File: config.mk
export PLATFORM = sky130hd
export DESIGN_NAME = apb_gpio_uart_rx
export DESIGN_NICKNAME = d
export VERILOG_FILES = /design/src/rtl/apb_gpio_uart_rx_pkg.sv /design/src/rtl/apb_gpio_uart_rx_uart_rx_core.sv /design/src/rtl/apb_gpio_uart_rx.sv
export SDC_FILE = /design/constraint.sdc
export NUM_CORES = 1
export LEC_CHECK = 0
export CORE_MARGIN = 8
export CORE_UTILIZATION = 36
export DETAILED_ROUTE_END_ITERATION = 10
export PLACE_DENSITY = 0.64
export SYNTH_ARGS = -nofsm -noshare
export SYNTH_HDL_FRONTEND = slang
export SYNTH_SLANG_ARGS = --single-unit
File: constraint.sdc
create_clock -name PCLK -period 6.2 [get_ports PCLK]
set_input_delay 1.55 -clock PCLK [delete_from_list [all_inputs] [get_ports PCLK]]
set_output_delay 1.55 -clock PCLK [all_outputs]
set_load 0.005 [all_outputs]
File: src/rtl/apb_gpio_uart_rx_pkg.sv
// Shared definitions for the APB GPIO / UART-RX subsystem.
//   - address map of the host-visible registers
//   - APB master and UART receiver state encodings
//   - addr_mapped(): true for any address that starts a bus transfer
package apb_gpio_uart_rx_pkg;

  localparam logic [7:0] ADDR_GPIO_IN  = 8'h81;
  localparam logic [7:0] ADDR_GPIO_OUT = 8'h82;
  localparam logic [7:0] ADDR_GPIO_DIR = 8'h83;
  localparam logic [7:0] ADDR_UART_TX  = 8'h02;
  localparam logic [7:0] ADDR_UART_RX  = 8'h41;

  typedef enum logic [1:0] {
    M_IDLE   = 2'd0,
    M_SETUP  = 2'd1,
    M_ACCESS = 2'd2
  } master_state_e;

  typedef enum logic [1:0] {
    RX_IDLE  = 2'd0,
    RX_START = 2'd1,
    RX_DATA  = 2'd2,
    RX_STOP  = 2'd3
  } rx_state_e;

  function automatic logic addr_mapped(input logic [7:0] a);
    return (a == ADDR_GPIO_IN)  || (a == ADDR_GPIO_OUT) || (a == ADDR_GPIO_DIR) ||
           (a == ADDR_UART_TX)  || (a == ADDR_UART_RX);
  endfunction

endpackage

File: src/rtl/apb_gpio_uart_rx_uart_rx_core.sv
// 8N1 UART receiver, LSB first, always listening.
//   clk_i    : clock
//   rst_ni   : asynchronous active-low reset
//   rx_i     : serial line, idle high (asynchronous, synchronised here)
//   byte_o   : shift register contents; valid when valid_o is high
//   valid_o  : one-cycle pulse when a frame with a good stop bit completes
//
// state    | meaning
// RX_IDLE  | waiting for a falling edge on the line
// RX_START | half-bit wait, then confirm start bit (else treat as glitch)
// RX_DATA  | sample 8 data bits at bit centres
// RX_STOP  | sample stop bit; 1 = deliver byte, 0 = framing error, drop
module uart_rx_core
  import apb_gpio_uart_rx_pkg::*;
#(
  parameter int C = 16
) (
  input  logic       clk_i,
  input  logic       rst_ni,
  input  logic       rx_i,
  output logic [7:0] byte_o,
  output logic       valid_o
);

  localparam int              CW      = $clog2(C + 1);
  localparam logic [CW-1:0]   HALF_M1 = CW'(C / 2 - 1);
  localparam logic [CW-1:0]   FULL_M1 = CW'(C - 1);

  rx_state_e     state_q, state_d;
  logic [CW-1:0] cnt_q, cnt_d;
  logic [2:0]    bit_q, bit_d;
  logic [7:0]    shift_q, shift_d;
  logic [1:0]    sync_q;
  logic          rx_s;
  logic          tc;

  assign rx_s   = sync_q[1];
  assign tc     = (cnt_q == '0);
  assign byte_o = shift_q;

  always_comb begin
    state_d = state_q;
    cnt_d   = cnt_q;
    bit_d   = bit_q;
    shift_d = shift_q;
    valid_o = 1'b0;
    case (state_q)
      RX_IDLE: begin
        if (!rx_s) begin
          state_d = RX_START;
          cnt_d   = HALF_M1;
        end
      end
      RX_START: begin
        if (tc) begin
          if (!rx_s) begin
            state_d = RX_DATA;
            cnt_d   = FULL_M1;
            bit_d   = '0;
          end else begin
            state_d = RX_IDLE;
          end
        end else begin
          cnt_d = cnt_q - CW'(1);
        end
      end
      RX_DATA: begin
        if (tc) begin
          // LSB arrives first and ends up in bit 0 after eight shifts
          shift_d = {rx_s, shift_q[7:1]};
          cnt_d   = FULL_M1;
          if (bit_q == 3'd7) begin
            state_d = RX_STOP;
          end else begin
            bit_d = bit_q + 3'd1;
          end
        end else begin
          cnt_d = cnt_q - CW'(1);
        end
      end
      RX_STOP: begin
        if (tc) begin
          valid_o = rx_s;
          state_d = RX_IDLE;
          bit_d   = '0;
        end else begin
          cnt_d = cnt_q - CW'(1);
        end
      end
      default: state_d = RX_IDLE;
    endcase
  end

  always_ff @(posedge clk_i or negedge rst_ni) begin
    if (!rst_ni) begin
      sync_q  <= 2'b11;
      state_q <= RX_IDLE;
      cnt_q   <= '0;
      bit_q   <= '0;
      shift_q <= '0;
    end else begin
      sync_q  <= {sync_q[0], rx_i};
      state_q <= state_d;
      cnt_q   <= cnt_d;
      bit_q   <= bit_d;
      shift_q <= shift_d;
    end
  end

endmodule

File: src/rtl/apb_gpio_uart_rx.sv
// Host-driven APB master with an on-board GPIO slave and UART receiver.
//   PCLK/PRESETn              : clock, asynchronous active-low reset
//   tb_addr/tb_write_data     : host request; unmapped address = no request
//   READ_WRITE                : 1 = read, 0 = write
//   tb_read_data              : data of the last completed read
//   PSEL1/PSEL2/ENABLE/PWRITE/PADDR/PWDATA : exported APB bus
//   PREADY_EXT                : ready from the external UART TX slave
//   gpio_in/gpio_out/gpio_dir : GPIO pins (dir 1 = output)
//   Rx_Serial/Rx_Done/rx_parallel : UART line, sticky byte flag, last byte
//
// state    | meaning
// M_IDLE   | no transfer; bus address/data hold last value
// M_SETUP  | first APB phase, request latched, ENABLE low
// M_ACCESS | ENABLE high, wait for PREADY
module apb_gpio_uart_rx
  import apb_gpio_uart_rx_pkg::*;
#(
  parameter int C = 16
) (
  input  logic       PCLK,
  input  logic       PRESETn,
  input  logic [7:0] tb_addr,
  input  logic [7:0] tb_write_data,
  input  logic       READ_WRITE,
  input  logic [7:0] gpio_in,
  input  logic       Rx_Serial,
  input  logic       PREADY_EXT,
  output logic [7:0] tb_read_data,
  output logic       PSEL1,
  output logic       PSEL2,
  output logic       ENABLE,
  output logic       PWRITE,
  output logic [7:0] PADDR,
  output logic [7:0] PWDATA,
  output logic [7:0] gpio_out,
  output logic [7:0] gpio_dir,
  output logic       Rx_Done,
  output logic [7:0] rx_parallel
);

  master_state_e state_q, state_d;
  logic [7:0]    paddr_q, pwdata_q, rdata_q, out_q, dir_q, rx_byte_q;
  logic          pwrite_q, rx_done_q;
  logic          active, gpio_ready, rx_ready, pready, xfer_done, rx_read_done;
  logic          rx_valid;
  logic [7:0]    rx_byte, gpio_rdata, prdata;

  uart_rx_core #(.C(C)) u_rx (
    .clk_i  (PCLK),
    .rst_ni (PRESETn),
    .rx_i   (Rx_Serial),
    .byte_o (rx_byte),
    .valid_o(rx_valid)
  );

  assign active       = (state_q != M_IDLE);
  assign PSEL1        = active & paddr_q[7];
  assign PSEL2        = active & ~paddr_q[7];
  assign ENABLE       = (state_q == M_ACCESS);
  assign PWRITE       = pwrite_q;
  assign PADDR        = paddr_q;
  assign PWDATA       = pwdata_q;
  assign tb_read_data = rdata_q;
  assign gpio_dir     = dir_q;
  assign gpio_out     = out_q & dir_q;
  assign Rx_Done      = rx_done_q;
  assign rx_parallel  = rx_byte_q;

  // RX read stalls until a byte is waiting
  assign gpio_ready   = PSEL1 & ENABLE;
  assign rx_ready     = PSEL2 & ENABLE & ~pwrite_q & (paddr_q == ADDR_UART_RX) & rx_done_q;
  assign pready       = gpio_ready | rx_ready | PREADY_EXT;
  assign xfer_done    = ENABLE & pready;
  assign rx_read_done = xfer_done & ~pwrite_q & PSEL2 & (paddr_q == ADDR_UART_RX);

  always_comb begin
    gpio_rdata = 8'h00;
    case (paddr_q)
      ADDR_GPIO_IN:  gpio_rdata = (gpio_in & ~dir_q) | (out_q & dir_q);
      ADDR_GPIO_OUT: gpio_rdata = out_q;
      ADDR_GPIO_DIR: gpio_rdata = dir_q;
      default:       gpio_rdata = 8'h00;
    endcase
  end

  assign prdata = PSEL2 ? rx_byte_q : gpio_rdata;

  always_comb begin
    state_d = state_q;
    case (state_q)
      M_IDLE:   if (addr_mapped(tb_addr)) state_d = M_SETUP;
      M_SETUP:  state_d = M_ACCESS;
      M_ACCESS: if (pready) state_d = addr_mapped(tb_addr) ? M_SETUP : M_IDLE;
      default:  state_d = M_IDLE;
    endcase
  end

  always_ff @(posedge PCLK or negedge PRESETn) begin
    if (!PRESETn) begin
      state_q  <= M_IDLE;
      paddr_q  <= 8'h00;
      pwdata_q <= 8'h00;
      pwrite_q <= 1'b0;
      rdata_q  <= 8'h00;
    end else begin
      state_q <= state_d;
      // request is latched on every entry into SETUP, including back-to-back
      if (state_d == M_SETUP) begin
        paddr_q  <= tb_addr;
        pwdata_q <= tb_write_data;
        pwrite_q <= ~READ_WRITE;
      end
      if (xfer_done && !pwrite_q) rdata_q <= prdata;
    end
  end

  always_ff @(posedge PCLK or negedge PRESETn) begin
    if (!PRESETn) begin
      out_q <= 8'h00;
      dir_q <= 8'h00;
    end else if (xfer_done && pwrite_q && PSEL1) begin
      if (paddr_q == ADDR_GPIO_OUT) out_q <= pwdata_q;
      if (paddr_q == ADDR_GPIO_DIR) dir_q <= pwdata_q;
    end
  end

  // a byte landing in the same cycle as the read that clears the flag wins
  always_ff @(posedge PCLK or negedge PRESETn) begin
    if (!PRESETn) begin
      rx_byte_q <= 8'h00;
      rx_done_q <= 1'b0;
    end else begin
      if (rx_valid) rx_byte_q <= rx_byte;
      if (rx_valid)          rx_done_q <= 1'b1;
      else if (rx_read_done) rx_done_q <= 1'b0;
    end
  end

endmodule

## Word-level counts from Yosys, hierarchy flattened

Cells that the tools add are included.

- Add/subtract/negate cells: 2
- Mux-type cells: 29
- Bitwise operators: 20
- Equality and inequality tests: 25
- Reduce and logical (&&, ||, !) cells: 20

Operators with widths:

| kind | count |
|---|---|
| $eq 8x8->1 const B | 6 |
| $mux 5 | 5 |
| $pmux 8 s3 | 1 |
| $pmux 5 s4 | 1 |
| $and 8x8->8 | 2 |
| $eq 8x7->1 const B | 2 |
| $mux 2 | 8 |
| $mux 3 | 5 |
| $and 1x1->1 | 11 |
| $pmux 3 s3 | 1 |
| $eq 8x2->1 const B | 1 |
| $mux 8 | 1 |
| $ne 2x1->1 const B | 4 |
| $ne 2x2->1 const B | 4 |
| $not 8->8 | 1 |
| $or 8x8->8 | 1 |
| $pmux 2 s4 | 1 |
| $eq 2x1->1 const B | 3 |
| $eq 2x2->1 const B | 3 |
| $pmux 2 s3 | 1 |
| $reduce_and 2->1 | 3 |
| $reduce_and 6->1 | 1 |
| $logic_not 5->1 | 1 |
| $mux 1 | 5 |
| other kinds (14) | 24 |

- Logic and storage cells: 110
- Flip-flop bits (word level): 72
- Input port bits: 29
- Output and inout bits: 53

## Longest topological paths before layout

- Word-level depth: 14
- Mapped depth: 8
- Mapped depth without buffers: 6

## Modules after synthesis

From an unflattened synthesis, not the netlist that was laid out.

- Cells, all modules: 285
- Area, all modules: 3558.4 um^2

Modules (own cells, without submodules):

| module | area each (um^2) | cells each | sequential area each (um^2) | instances |
|---|---|---|---|---|
| apb_gpio_uart_rx | 2499.9 | 195 | 1301.2 | 1 |
| uart_rx_core | 1058.5 | 90 | 503.0 | 1 |

## Least setup slack after synthesis

OpenSTA, ideal clock, no wires.

- Path type: input-to-reg
- From: in tb_addr[1]
- To: reg paddr_q[1] (netlist: PADDR[1])
- Cell stages on the path: 5
- Buffers on the path: 1
- Required time: 6073 ps
- Slack: 3238 ps
- Library setup time: 127 ps
- Data arrival time: 2835 ps
- Cell sequence: nor4bb_1 a311oi_1 a311oi_4 buf_6 mux2_1

- Word-level cells in the longest chain between the ends: 9
- Elaborated cells on any way between the ends: 14
- Those cells by class: eq/ne: 6; mux: 4; reduce/logical: 4

RTL lines:

| item | line | text |
|---|---|---|
| from (decl) | apb_gpio_uart_rx.sv:22 | `input logic [7:0] tb_addr,` |
| $eq 8x8->1 | apb_gpio_uart_rx_pkg.sv:27 | `return (a == ADDR_GPIO_IN) \|\| (a == ADDR_GPIO_OUT) \|\| (a == ADDR_GPIO_DIR) \|\|` |
| $logic_or 1x1->1 (3 in a row) | apb_gpio_uart_rx_pkg.sv:27 |  |
| $logic_or 1x1->1 (*) | apb_gpio_uart_rx_pkg.sv:28 | `(a == ADDR_UART_TX) \|\| (a == ADDR_UART_RX);` |
| $mux 1 | apb_gpio_uart_rx.sv:93 | `M_ACCESS: if (pready) state_d = addr_mapped(tb_addr) ? M_SETUP : M_IDLE;` |
| $mux 2 | apb_gpio_uart_rx.sv:93 |  |
| $pmux 2 s3 (*) | apb_gpio_uart_rx.sv:90 | `case (state_q)` |
| named net state_d[0] | apb_gpio_uart_rx.sv:41 | `master_state_e state_q, state_d;` |
| $eq 2x1->1 (*) | apb_gpio_uart_rx.sv:108 | `if (state_d == M_SETUP) begin` |
| to (signal assigned) | apb_gpio_uart_rx.sv:109 | `paddr_q <= tb_addr;` |
| to (decl) | apb_gpio_uart_rx.sv:42 | `logic [7:0] paddr_q, pwdata_q, rdata_q, out_q, dir_q, rx_byte_q;` |

Mark *: on every way through the listed nets, which the timed path passes. The rest lies on a longest branch.
A chain may end at the register's enable or synchronous reset.

## Worst setup path in the final report

- From: in tb_addr[6]
- To: reg pwdata_q[5] (netlist: PWDATA[5])

- Word-level cells in the longest chain between the ends: 9
- Elaborated cells on any way between the ends: 14
- Those cells by class: eq/ne: 6; mux: 4; reduce/logical: 4

RTL lines:

| item | line | text |
|---|---|---|
| $eq 8x8->1 | apb_gpio_uart_rx_pkg.sv:27 |  |
| $logic_or 1x1->1 (3 in a row) | apb_gpio_uart_rx_pkg.sv:27 |  |
| $logic_or 1x1->1 (*) | apb_gpio_uart_rx_pkg.sv:28 |  |
| $mux 1 | apb_gpio_uart_rx.sv:93 |  |
| $mux 2 | apb_gpio_uart_rx.sv:93 |  |
| $pmux 2 s3 (*) | apb_gpio_uart_rx.sv:90 |  |
| $eq 2x1->1 (*) | apb_gpio_uart_rx.sv:108 |  |
| to (signal assigned) | apb_gpio_uart_rx.sv:110 | `pwdata_q <= tb_write_data;` |
| to (decl) | apb_gpio_uart_rx.sv:42 |  |

Mark *: on every way between the ends. The rest lies on a longest branch, timed or not.

==> Implementation_results.wiki <==
{| class="wikitable"
! Metric !! Value
|-
| Ratio of final minimum period to clock period || 0.575
|-
| Final-report setup violation count || 0
|-
| Total negative slack || 0 ns
|-
| Rows || 36
|-
| Kind of launch point of the worst setup path || input port
|-
| Share of the yosys chip area belonging to registers || 0.516
|-
| Leading cell types by total area after synthesis || dfrtp_1, mux2_2, mux2_1
|-
| Chain of cells forming the critical path || clkdlybuf4s50_1, nor4bb_1, a311oi_1, a311oi_4, mux2_2
|-
| End-of-flow core utilization || 0.480
|-
| DRC Markers || 0
|-
| Num CTS Buffers || 9
|-
| Global-route wire length before repair || 14,300 um
|-
| 1st-iter DRT viols || 128
|-
| Initial Util || 0.364
|-
| Cell area after technology mapping || 3500 um2
|-
| Top delay family on crit path || compound AO/OA/AOI/OAI gates
|-
| Least-Margin Pin Slew || 1.07 ns
|-
| Yosys reg bits || 72
|-
| Buffers inserted during post-CTS setup optimization || 0
|-
| Post-Synthesis Net Count || 324
|-
| Pin count of the biggest net entering global routing || 73
|-
| Buffering stage count on the worst path with inverters included || 1
|-
| Area of all placed cells without fillers || 4610 um2
|-
| Via total after detailed routing || 2,549
|-
| Vias per cell || 5.01
|-
| Post-layout nets || 409
|-
| Proportion of netlist area held by the largest area contributor || 0.501
|-
| Average wire per standard cell || 16.6 um
|-
| Critical Path Max Stage Delay || 0.89 ns
|-
| RSZ-0062 raised after global routing || false
|-
| Cells after Synth || 286
|-
| Total of buffers placed on input and output ports || 81
|-
| Proportion of layout cells with a drive suffix above 1 || 0.168
|-
| DPL Wire Length || 6030 um
|-
| Full die area || 13,100 um2
|-
| LEAKAGE || 1.96 nW
|-
| Die width || 115 um
|-
| Type of the worst setup path || input port to flop
|-
| Hold Violations, Final || 0
|-
| Arrival time worst endpoint || 3.79 ns
|-
| Most common cell after layout, fill and taps aside || clkdlybuf4s50_1
|-
| Boundary Pins || 82
|-
| Result of the run || completed
|-
| Register clock-pin slew on the reported worst setup and hold paths || 0.07 ns
|-
| Tightest slew margin relative to the limit || 0.287
|-
| Worst hold-check path type || flop to flop
|-
| Antenna violations before repair || 0
|-
| Routability congestion estimate || 0.778
|-
| Proportion of synthesized flip-flops having asynchronous set or reset || 1.00
|-
| Count of warnings emitted by yosys || 0
|-
| Layout overhead on the synthesized area || 31.9%
|-
| GRT overflow || 0
|-
| Maximum vdd drop || 0.000127 V
|-
| Core Area || 9590 um2
|-
| Antenna Nets Post-Route || 0
|-
| Count of final max-slew check failures || 0
|-
| Mean cell area of the mapped netlist || 12.2 um2
|-
| Final non-filler cell total || 509
|-
| Number of cells after detailed placement || 493
|-
| Largest buffer count on any clock path || 2
|-
| Number of search-and-repair iterations in the first detailed-routing pass || 4
|-
| Most used flip-flop cell after synthesis || dfrtp_1
|-
| Maximum fanout encountered on the critical timing path || 18
|-
| Total Routing Usage GR || 0.138
|-
| Clk_lat worst skew || 0.35 ns
|-
| Worst path required time || 6.42 ns
|-
| Areal power density over the cells || 290 nW/um2
|-
| Crit-path slowest cell || a311oi_4
|-
| Die Y-Extent || 115 um
|-
| Final critical-path required period || 3.57 ns
|-
| Gates resized, CTS repair || 0
|-
| Number of enable flip-flop cells after synthesis || 0
|-
| Top achievable clock speed || 0.280 GHz
|-
| Clock sinks || 72
|-
| TritonCTS clock tree || built
|-
| Number of library cell types mapped by synthesis || 47
|-
| Vias in the first global route || 2,693
|-
| Maxcap violations || 0
|-
| Inserted Diodes || 0
|-
| Yosys top cell by area || dfrtp_1
|-
| Routed Wire Length || 8450 um
|-
| Cell area after placement || 4440 um2
|-
| Highest-count cells in the layout ignoring fill and taps || clkdlybuf4s50_1, dfrtp_1, mux2_2
|-
| Level count of the clock H-tree || 3
|-
| Count of hold-fix buffers inserted at cts || 0
|-
| Crit. End Element || flop
|-
| Largest clock skew in the final design || 0.0143 ns
|-
| CTS root buf || clkbuf_8
|}
cell usage after synthesis, types with 2 or more instances:
master,count
a221o_1,8
clkbuf_1,5
nand4_1,2
nor4b_2,3
a21o_1,3
nor3_1,4
nor2_1,10
nand2_1,16
inv_1,17
and2_1,9
nand3_1,2
dfstp_2,2
o41ai_1,2
mux2i_1,9
dfrtp_1,70
o21ai_0,16
nor2b_1,5
mux2_1,11
buf_2,2
a21oi_1,5
mux2_2,33
nand2b_1,5
ha_1,9
o31ai_1,5
nor4_4,2
o32ai_1,8
nor3b_1,2
o21a_1,2
final cells by class:
class | count | area, um2
inverter | 17 | 63.8
tap | 133 | 166
fill | 878 | 4980
clock buffer | 11 | 141
clock inverter | 5 | 32.5
multi-input combinational | 188 | 1580
sequential | 72 | 1800
timing repair buffer | 83 | 821
final timing paths:
check / from / endpoint / slack, ns / depth (start not counted)
worst min-delay path: u_rx.sync_q[0] / u_rx.sync_q[1] / 0.36 / 0
min in group asynchronous: PRESETn / tb_read_data[6] / 1.40 / 2
worst min register to register: u_rx.sync_q[0] / u_rx.sync_q[1] / 0.36 / 0
worst max-delay path: tb_addr[6] / PWDATA[5] / 2.63 / 5
max in group asynchronous: PRESETn / gpio_dir[5] / 4.21 / 2
worst max register to register: PADDR[7] / out_q[5] / 3.27 / 4
stage by stage:
step                      hold WS [ns]  setup slack [ns]  power (mW)
final                            0.357              2.63        1.34
after global routing             0.360              2.48        1.44
after CTS                        0.358              2.62        1.35
after detailed placement         0.347              2.27        1.02
after global placement           0.346              2.31        1.01
after floorplan                  0.345              3.24       0.847
per-layer routing:
layer	global-route usage	up-vias	wire length, um
li1	-	1228	-
met1	0.170	1246	3880
met2	0.223	61	3980
met3	0.0385	14	447
met4	0.0532	0	151
met5	0	-	0
worst reg2reg max path, cell delays in order (launching register included):
cell     delay (ns)
dfrtp_1        0.48
or4b_1         0.78
nor4_4         0.65
and2b_1        0.51
mux2_1         0.37
report_power, final:
group,total [mW],switching [mW],internal [mW]
clock,0.329,0.174,0.155
combinational,0.403,0.197,0.206
sequential,0.603,0.0634,0.539
total,1.34,0.435,0.900
logic make-up after synthesis:
logic type                 Yosys count  share of synthesized area
buffers and inverters               26                     0.0319
DFF                                 72                      0.516
xor gates and xnor gates             1                    0.00251
adders and majority gates            9                     0.0322
and+or+nand+nor                     67                      0.121
muxes                               53                      0.168
AOI/OAI and AO/OA                   58                      0.129
flip-flops by register name (all words and copies together) (netlist names), named ones only:
signal,cells
PWDATA,8
Rx_Done,1
u_rx.byte_o,8
out_q,8
state_q,2
PWRITE,1
u_rx.cnt_q,5
PADDR,8
u_rx.sync_q,2
tb_read_data,8
rx_parallel,8
u_rx.bit_q,3
gpio_dir,8
u_rx.state_q,1
No activity file was read; power rests on OpenSTA's default activity.
